[src/rtl/ddr3_burst_reader.sv]
// ----------------------------------------------------------------------------
// ddr3_burst_reader
//
// Read-side companion of the DDR3 burst write exerciser. It repeatedly issues
// one fixed-length read burst from a fixed address and checks every returned
// beat against the pattern the writer stores (byte 0 = beat index, the rest
// of the low word zero). Only the bits selected by CHECK_MASK are compared,
// because the writer only enables the low four byte lanes.
//
// Ports (all in the clk_ddr3 domain):
//   clk_ddr3         in   DDR3 user clock
//   reset_n          in   asynchronous active-low reset (released synchronously)
//   enable           in   1 = keep issuing bursts, 0 = finish burst then idle
//   wait_cnt_max     in   idle cycles inserted between bursts
//   stop_req         in   one-cycle pulse asking for a safe stop (latched)
//   ddram_busy       in   controller back-pressure on the read request
//   ddram_burstcnt   out  burst length (constant BURSTCNT)
//   ddram_addr       out  burst word address (constant ADDRESS)
//   ddram_rd         out  read request, held until accepted
//   ddram_dout       in   read data beat
//   ddram_dout_ready in   read data valid
//   stopped          out  reader is parked in STOP
//   err_flag         out  sticky, any beat mismatched
//   timeout_flag     out  sticky, a burst stalled for TIMEOUT cycles
//   stray_flag       out  sticky, read data seen while no burst was pending
//   err_count        out  mismatching beats, saturating
//   burst_count      out  completed bursts, saturating
//   first_err_beat   out  beat index of the first mismatch
//   first_err_data   out  low 32 bits of the first mismatching beat
// ----------------------------------------------------------------------------
module ddr3_burst_reader #(
  parameter logic [7:0]  BURSTCNT   = 8'h80,
  parameter logic [28:0] ADDRESS    = 29'h2400000,
  parameter logic [15:0] TIMEOUT    = 16'd4096,
  parameter logic [63:0] CHECK_MASK = 64'h00000000FFFFFFFF
) (
  input  logic        clk_ddr3,
  input  logic        reset_n,
  input  logic        enable,
  input  logic [9:0]  wait_cnt_max,
  input  logic        stop_req,
  input  logic        ddram_busy,
  output logic [7:0]  ddram_burstcnt,
  output logic [28:0] ddram_addr,
  output logic        ddram_rd,
  input  logic [63:0] ddram_dout,
  input  logic        ddram_dout_ready,
  output logic        stopped,
  output logic        err_flag,
  output logic        timeout_flag,
  output logic        stray_flag,
  output logic [15:0] err_count,
  output logic [15:0] burst_count,
  output logic [7:0]  first_err_beat,
  output logic [31:0] first_err_data
);

  typedef enum logic [2:0] {
    ST_IDLE,
    ST_WAIT,
    ST_REQ,
    ST_RECV,
    ST_STOP
  } state_t;

  localparam logic [7:0]  LAST_BEAT = BURSTCNT - 8'd1;
  localparam logic [15:0] TMO_LAST  = TIMEOUT - 16'd1;

  // Reset synchronizer: assertion reaches the core immediately, release is
  // delayed by three clk_ddr3 edges so the core leaves reset cleanly.
  logic [2:0] rst_sync_q;
  logic [2:0] rst_sync_d;
  logic       rst_n;

  always_comb begin
    rst_sync_d = {rst_sync_q[1:0], 1'b1};
  end

  always_ff @(posedge clk_ddr3 or negedge reset_n) begin
    if (!reset_n) begin
      rst_sync_q <= 3'b000;
    end else begin
      rst_sync_q <= rst_sync_d;
    end
  end

  assign rst_n = rst_sync_q[2];

  // Core state.
  state_t      state_q,          state_d;
  logic [9:0]  wait_cnt_q,       wait_cnt_d;
  logic [7:0]  beat_idx_q,       beat_idx_d;
  logic [15:0] tmo_cnt_q,        tmo_cnt_d;
  logic        stop_lat_q,       stop_lat_d;
  logic        err_flag_q,       err_flag_d;
  logic        timeout_flag_q,   timeout_flag_d;
  logic        stray_flag_q,     stray_flag_d;
  logic [15:0] err_count_q,      err_count_d;
  logic [15:0] burst_count_q,    burst_count_d;
  logic [7:0]  first_err_beat_q, first_err_beat_d;
  logic [31:0] first_err_data_q, first_err_data_d;

  logic [63:0] expected_word;
  logic        beat_ok;

  // Expected beat pattern, compared only on the lanes the writer touched.
  always_comb begin
    expected_word = {56'b0, beat_idx_q};
    beat_ok       = ((ddram_dout ^ expected_word) & CHECK_MASK) == 64'd0;
  end

  // Next-state and bookkeeping logic for the burst sequencer.
  always_comb begin
    state_d          = state_q;
    wait_cnt_d       = wait_cnt_q;
    beat_idx_d       = beat_idx_q;
    tmo_cnt_d        = tmo_cnt_q;
    stop_lat_d       = stop_lat_q | stop_req;
    err_flag_d       = err_flag_q;
    timeout_flag_d   = timeout_flag_q;
    stray_flag_d     = stray_flag_q;
    err_count_d      = err_count_q;
    burst_count_d    = burst_count_q;
    first_err_beat_d = first_err_beat_q;
    first_err_data_d = first_err_data_q;

    // Data outside a pending burst is only flagged, never compared.
    if (ddram_dout_ready && (state_q != ST_RECV)) begin
      stray_flag_d = 1'b1;
    end

    case (state_q)
      ST_IDLE: begin
        if (stop_lat_q) begin
          state_d = ST_STOP;
        end else if (enable) begin
          state_d    = ST_WAIT;
          wait_cnt_d = 10'd0;
        end
      end

      ST_WAIT: begin
        if (wait_cnt_q == wait_cnt_max) begin
          state_d = ST_REQ;
        end else begin
          wait_cnt_d = wait_cnt_q + 10'd1;
        end
      end

      // The request is held, whatever stop_req does, until the controller
      // takes it; dropping it under busy would violate the port protocol.
      ST_REQ: begin
        if (!ddram_busy) begin
          state_d    = ST_RECV;
          beat_idx_d = 8'd0;
          tmo_cnt_d  = 16'd0;
        end
      end

      ST_RECV: begin
        if (ddram_dout_ready) begin
          tmo_cnt_d  = 16'd0;
          beat_idx_d = beat_idx_q + 8'd1;
          if (!beat_ok) begin
            err_flag_d = 1'b1;
            if (err_count_q != 16'hFFFF) begin
              err_count_d = err_count_q + 16'd1;
            end
            // err_flag_q still clear means this is the first mismatch.
            if (!err_flag_q) begin
              first_err_beat_d = beat_idx_q;
              first_err_data_d = ddram_dout[31:0];
            end
          end
          if (beat_idx_q == LAST_BEAT) begin
            if (burst_count_q != 16'hFFFF) begin
              burst_count_d = burst_count_q + 16'd1;
            end
            if (stop_lat_q) begin
              state_d = ST_STOP;
            end else if (enable) begin
              state_d    = ST_WAIT;
              wait_cnt_d = 10'd0;
            end else begin
              state_d = ST_IDLE;
            end
          end
        end else if (tmo_cnt_q == TMO_LAST) begin
          timeout_flag_d = 1'b1;
          state_d        = ST_STOP;
        end else begin
          tmo_cnt_d = tmo_cnt_q + 16'd1;
        end
      end

      ST_STOP: begin
        state_d = ST_STOP;
      end

      default: begin
        state_d = ST_IDLE;
      end
    endcase
  end

  // All core registers share the synchronized reset so a mid-burst reset
  // drops the request and clears every flag and counter at once.
  always_ff @(posedge clk_ddr3 or negedge rst_n) begin
    if (!rst_n) begin
      state_q          <= ST_IDLE;
      wait_cnt_q       <= 10'd0;
      beat_idx_q       <= 8'd0;
      tmo_cnt_q        <= 16'd0;
      stop_lat_q       <= 1'b0;
      err_flag_q       <= 1'b0;
      timeout_flag_q   <= 1'b0;
      stray_flag_q     <= 1'b0;
      err_count_q      <= 16'd0;
      burst_count_q    <= 16'd0;
      first_err_beat_q <= 8'd0;
      first_err_data_q <= 32'd0;
    end else begin
      state_q          <= state_d;
      wait_cnt_q       <= wait_cnt_d;
      beat_idx_q       <= beat_idx_d;
      tmo_cnt_q        <= tmo_cnt_d;
      stop_lat_q       <= stop_lat_d;
      err_flag_q       <= err_flag_d;
      timeout_flag_q   <= timeout_flag_d;
      stray_flag_q     <= stray_flag_d;
      err_count_q      <= err_count_d;
      burst_count_q    <= burst_count_d;
      first_err_beat_q <= first_err_beat_d;
      first_err_data_q <= first_err_data_d;
    end
  end

  // The request is decoded straight from the state register so it falls
  // in the same instant the asynchronous reset reaches the core.
  assign ddram_rd       = (state_q == ST_REQ);
  assign stopped        = (state_q == ST_STOP);
  assign ddram_burstcnt = BURSTCNT;
  assign ddram_addr     = ADDRESS;
  assign err_flag       = err_flag_q;
  assign timeout_flag   = timeout_flag_q;
  assign stray_flag     = stray_flag_q;
  assign err_count      = err_count_q;
  assign burst_count    = burst_count_q;
  assign first_err_beat = first_err_beat_q;
  assign first_err_data = first_err_data_q;

endmodule

[config.mk]
export PLATFORM = sky130hd
export DESIGN_NAME = ddr3_burst_reader
export DESIGN_NICKNAME = d
export VERILOG_FILES = /design/src/rtl/ddr3_burst_reader.sv
export SDC_FILE = /design/constraint.sdc
export NUM_CORES = 1
export LEC_CHECK = 0
export CAP_MARGIN = 15
export CORE_MARGIN = 2
export CORE_UTILIZATION = 46
export CTS_CLUSTER_SIZE = 40
export DETAILED_ROUTE_END_ITERATION = 8
export PLACE_DENSITY = 0.81
export SLEW_MARGIN = 20
export SYNTH_ARGS = -nofsm -noshare
export SYNTH_HDL_FRONTEND = slang
export SYNTH_SLANG_ARGS = --single-unit
[constraint.sdc]
create_clock -name clk_ddr3 -period 3.8 [get_ports clk_ddr3]
set_clock_uncertainty 0.05 [all_clocks]
set_input_delay 0.57 -clock clk_ddr3 [delete_from_list [all_inputs] [get_ports clk_ddr3]]
set_output_delay 0.57 -clock clk_ddr3 [all_outputs]
set_load 0.005 [all_outputs]
Yosys cells after proc, flatten, opt, wreduce, memory -nomap -nowiden
Cells that the tools add are included.

storage, ports and cells
  word-level logic and storage cells = 79
  output and inout port bits = 114
  input port bits = 80
  register bits after elaboration = 116

cells by class
  bitwise logic cells = 5
  muxes and demuxes = 23
  add/subtract/negate cells = 5
  reductions and logical operators = 14
  equality and inequality tests = 19

operator list
  kind                                                    count
  logical NOT 64 bit                                      1
  2-to-1 mux 10 bit                                       5
  adder 16 x 1 -> 16 bit (second input constant)          3
  2-to-1 mux 16 bit                                       3
  inequality test 16 bit (second input constant)          2
  case mux 16 bit (2 select lines)                        1
  bitwise XOR 32 x 8 -> 32 bit                            1
  case mux 10 bit (3 select lines)                        1
  2-to-1 mux 3 bit                                        8
  equality test 16 x 12 -> 1 bit (second input constant)  1
  2-to-1 mux 8 bit                                        2
  case mux 8 bit (2 select lines)                         1
  AND reduction 4 bit                                     4
  case mux 3 bit (5 select lines)                         1
  inequality test 3 bit (second input constant)           4
  AND reduction 3 bit                                     4
  adder 10 x 1 -> 10 bit (second input constant)          1
  equality test 10 bit                                    1
  inequality test 2 bit (second input constant)           5
  adder 8 x 1 -> 8 bit (second input constant)            1
  equality test 8 x 7 -> 1 bit (second input constant)    1
  equality test 3 x 2 -> 1 bit (second input constant)    2
  AND reduction 5 bit                                     1
  equality test 3 x 1 -> 1 bit (second input constant)    1
  9 further kinds                                         11

Depth between registers and ports, before layout
  word-level depth = 5
  depth in mapped cells = 8
  depth with buffers taken out = 7

Least setup slack after synthesis
No wires, ideal clock.

  path type = input to register
  start point = in ddram_dout[9]
  end point = reg err_flag_q, in the netlist err_flag
  arrival time = 1.870 ns
  stages = 6
  buffers on the path = 1
  slack = 1.753 ns
  setup time = 0.127 ns
  cell sequence = nor4_1 -> nand4_1 -> nor4_1 -> nor2_1 -> buf_2 -> or2_2

on the way
  cells in the longest elaborated chain, start to end = 4

ends and longest elaborated chain
  element                        line  text
  from (decl)                    46    input logic [63:0] ddram_dout,
  bitwise XOR 32 x 8 -> 32 bit   109   beat_ok = ((ddram_dout ^ expected_word) & CHECK_MASK) == 64'd0;
  logical NOT 64 bit             109
  inverter 1 bit (no line)       -
  AND reduction 3 bit (no line)  -
  to (signal assigned)           228   err_flag_q <= err_flag_d;
  to (decl)                      95    logic err_flag_q, err_flag_d;

No other way between the ends.
A chain may end at the register's enable or synchronous reset.

Worst setup path after layout
  start point = in ddram_dout_ready
  end point = reg burst_count_q[15], in the netlist burst_count[15]

on the way
  cells in the longest elaborated chain, start to end = 1

ends and longest elaborated chain
  element                        line  text
  from (decl)                    47    input logic ddram_dout_ready,
  AND reduction 4 bit (no line)  -
  to (signal assigned)           232   burst_count_q <= burst_count_d;
  to (decl)                      99    logic [15:0] burst_count_q, burst_count_d;

No other way between the ends.

==> impl_metrics.ini <==
[power]
p_leak_nw = 3.359
p_int_mw = 2.726
p_per_area_nw_per_um2 = 477.3
power.share.clock_pct = 41.7
seq_power_share_pct = 42.5
ir_drop_v = 0.0002778
finalPower_mw = 3.608
p_sw_share_pct = 24.43
power.net_switching_uw = 881.3
power_frac_comb_pct = 15.7

[placed_design]
post-dp-hpwl_um = 8927
gp_congestion = 0.8567
pre_cts_slack_ns = 0.6643
dp.cells = 794
postPlaceCellArea_um2 = 6964
portBuffers = 124

[timing]
tns_ns = 0
worstMarginPinSlew_ns = 0.9359
fin_ws_ns = 1.094
hold_slack_ns = 0.2243
finalHoldViolations = 0
grt_setup_unrepaired = no
slew_viol_final = 0
timing.final.crit_share_pct = 71.22
period_minus_slack_ns = 2.706
setup_viol = 0
slew_headroom_pct = 37.48
fmax_ghz = 0.3695

[worst_setup_path]
crit_path_max_fanout = 12
crit_required_ns = 4.04
startpoint = ddram_dout_ready
crit_buf_inv = 2
crit_chain = clkdlybuf4s50_1, nand4b_1, buf_4, nor4_2, o31a_1, and4bb_2, nand4_1, xnor2_1
cp_slowest_cell = clkdlybuf4s50_1
r2r_start = state_q[1]
cpPeakStageDelay_ns = 0.68
startpoint_type = input port
cp-end-kind = register
critPathArrivalTime_ns = 2.95
cp_top_family = buffers and inverters
path_class = input port to register

[cells_and_area]
stdcell_area_um2 = 7559
nNetsFinal = 731
drive_above_1_share_pct = 14.11
finish.utilization_pct = 62.67
fin_cells = 827
syn_to_final_growth_pct = 32.74
antenna_cells = 0

[routing]
wl_met3_um = 848
ant_nets = 0
wire_per_inst_um = 14.88
via_per_inst = 5.089
wl_met1_um = 5184
first_pass_iters = 4
top_layer_used = met4
vias = 4209
met2_length_um = 5952
drcViolationCount = 0
wirelength_um = 12300
drt_iter0_drc = 144

[run_status]
status = completed

[floorplanning]
num_rows = 40
fp.dieArea_um2 = 13280
io_pins = 194
core_um2 = 12060
die_x_um = 115.3
start_util_pct = 47.21
die_h_um = 115.3

[logic_synthesis]
synth_area_um2 = 5694
yosys.area_share.simple_pct = 16.68
synth_compound_area_share_pct = 5.889
ys_seq_area_share_pct = 50.98
synthMuxAreaShare_pct = 8.482
synth_xor_area_share_pct = 9.844
synthAdderAreaFrac_pct = 1.099
netlist_instances = 512
ys_ff_latch = 116
yosys_most_used_dff = dfrtp_1
synth_area_leaders = dfrtp_1 51%, mux2_2 8.3%, xnor2_1 5.8%
synth_area_per_cell_um2 = 11.12
synth_top_family_by_area = simple AND/OR/NAND/NOR gates
synth-edff-count = 0
yosys.area.top_type = dfrtp_1
yosysTopAreaCellShare_pct = 50.98
async_flop_share_pct = 100.0
ys_warn_count = 0
post_synth_num_cell_types = 50

[clocking]
path_clk_slew_ns = 0.05
clkLatencyLatePin_ns = 0.41
cts.htree.levels = 4
cts_resized = 0
cts_setup_buffers = 0
cts_hold_buf = 0
cts_num_sinks = 116
cts_tree = yes
clockBufferDepth = 2
cts_root_buf = clkbuf_16
cts_buffers = 17

[min_path]
holdCritPathClass = register to asynchronous set/reset pin

[global_route]
grt_usage_pct = 19.50
grt_max_degree = 80
antenna_found_initial = 0
grt_pass1_vias = 4339
grt_pass1_wl_um = 20380
overflow = 0

[run]
cap_violations = 0
[routing by layer]
layer,vias up,global-route usage [%]
met1,2043,23.06
met2,139,32.00
met5,-,0
met3,30,6.853
li1,1997,-
met4,0,8.996
[registers in the layout, indices dropped and copies added (netlist names)]
register / count
beat_idx_q: 8
burst_count: 16
err_count: 16
err_flag: 1
first_err_beat: 8
first_err_data: 32
rst_sync_q: 3
state_q: 3
stop_lat_q: 1
stray_flag: 1
timeout_flag: 1
tmo_cnt_q: 16
wait_cnt_q: 10
[synthesized netlist by cell type, drive strengths merged (5+ instances only)]
library cell and n:
buf 50, o21a 5, nand4 25, xor2 26, dfrtp 116, nor3 8
nand2 28, nor4 11, a21oi 20, nor2 36, o21ai 9, ha 5
mux2 42, xnor2 38, and3 15, inv 8, nand3 20
[power groups by stage]
stage / combinational, mW / clock [mW] / sequential (mW)
after floorplan: 0.266 / 0 / 1.55
after global placement: 0.535 / 0 / 1.55
after detailed placement: 0.555 / 0 / 1.56
after CTS: 0.561 / 1.53 / 1.55
after global routing: 0.622 / 1.59 / 1.56
final: 0.566 / 1.51 / 1.54
[area by class of cell]
type | count | area, um^2
clock inverters | 8 | 75.07
fillers | 953 | 4503
well taps | 168 | 210.2
repair buffers | 130 | 1306
inverters | 8 | 30.03
flip-flops and latches | 116 | 2907
multi-input cells | 373 | 2539
clock buffers | 24 | 491.7
[worst paths after layout]
check	to	slack [ns]	depth (start not counted)
hold / removal	wait_cnt_q[2]	0.22	0
setup / recovery	burst_count[15]	1.09	8
max in group asynchronous	first_err_data[14]	2.38	2
min in group clk_ddr3	rst_sync_q[1]	0.30	0
hold reg to reg	wait_cnt_q[2]	0.22	0
setup reg to reg	burst_count[15]	1.38	7
[worst reg2reg max path: stages (launching register included)]
cell and delay (ns):
dfrtp_1 0.55, nand4b_1 0.15, buf_4 0.19, nor4_2 0.29, o31a_1 0.48, and4bb_2 0.31
nand4_1 0.12, xnor2_1 0.16
[cell families (layout without fill, tap and decap cells)]
group | after synthesis | in the layout
AND/OR/NAND/NOR | 172 | 172
flip-flops | 116 | 116
XOR/XNOR | 64 | 64
buffers and inverters | 59 | 170
AO/OA/AOI/OAI | 51 | 51
multiplexers | 43 | 43
adder cells (fa/ha/maj) | 5 | 5
other | 2 | 38
[layout by cell type, fill, tap and decap left out, types with 3 or more instances in the layout]
cell type	count
a22o_1	3
o21a_1	5
nor4_1	9
clkbuf_16	17
and3_1	15
nor3_1	6
clkdlybuf4s50_1	124
nand2b_1	4
nand3_1	20
mux2_2	42
xnor2_1	38
nand3b_1	4
or2_2	3
nand4_1	25
and2_1	3
nor2_1	35
inv_1	8
conb_1	38
buf_4	5
clkbuf_8	4
clkinv_2	4
clkbuf_1	3
nand2_1	28
xor2_1	26
o21ai_0	9
a21oi_1	20
ha_1	5
and4_1	4
dfrtp_1	115
No activity file was read; power rests on OpenSTA's default activity.
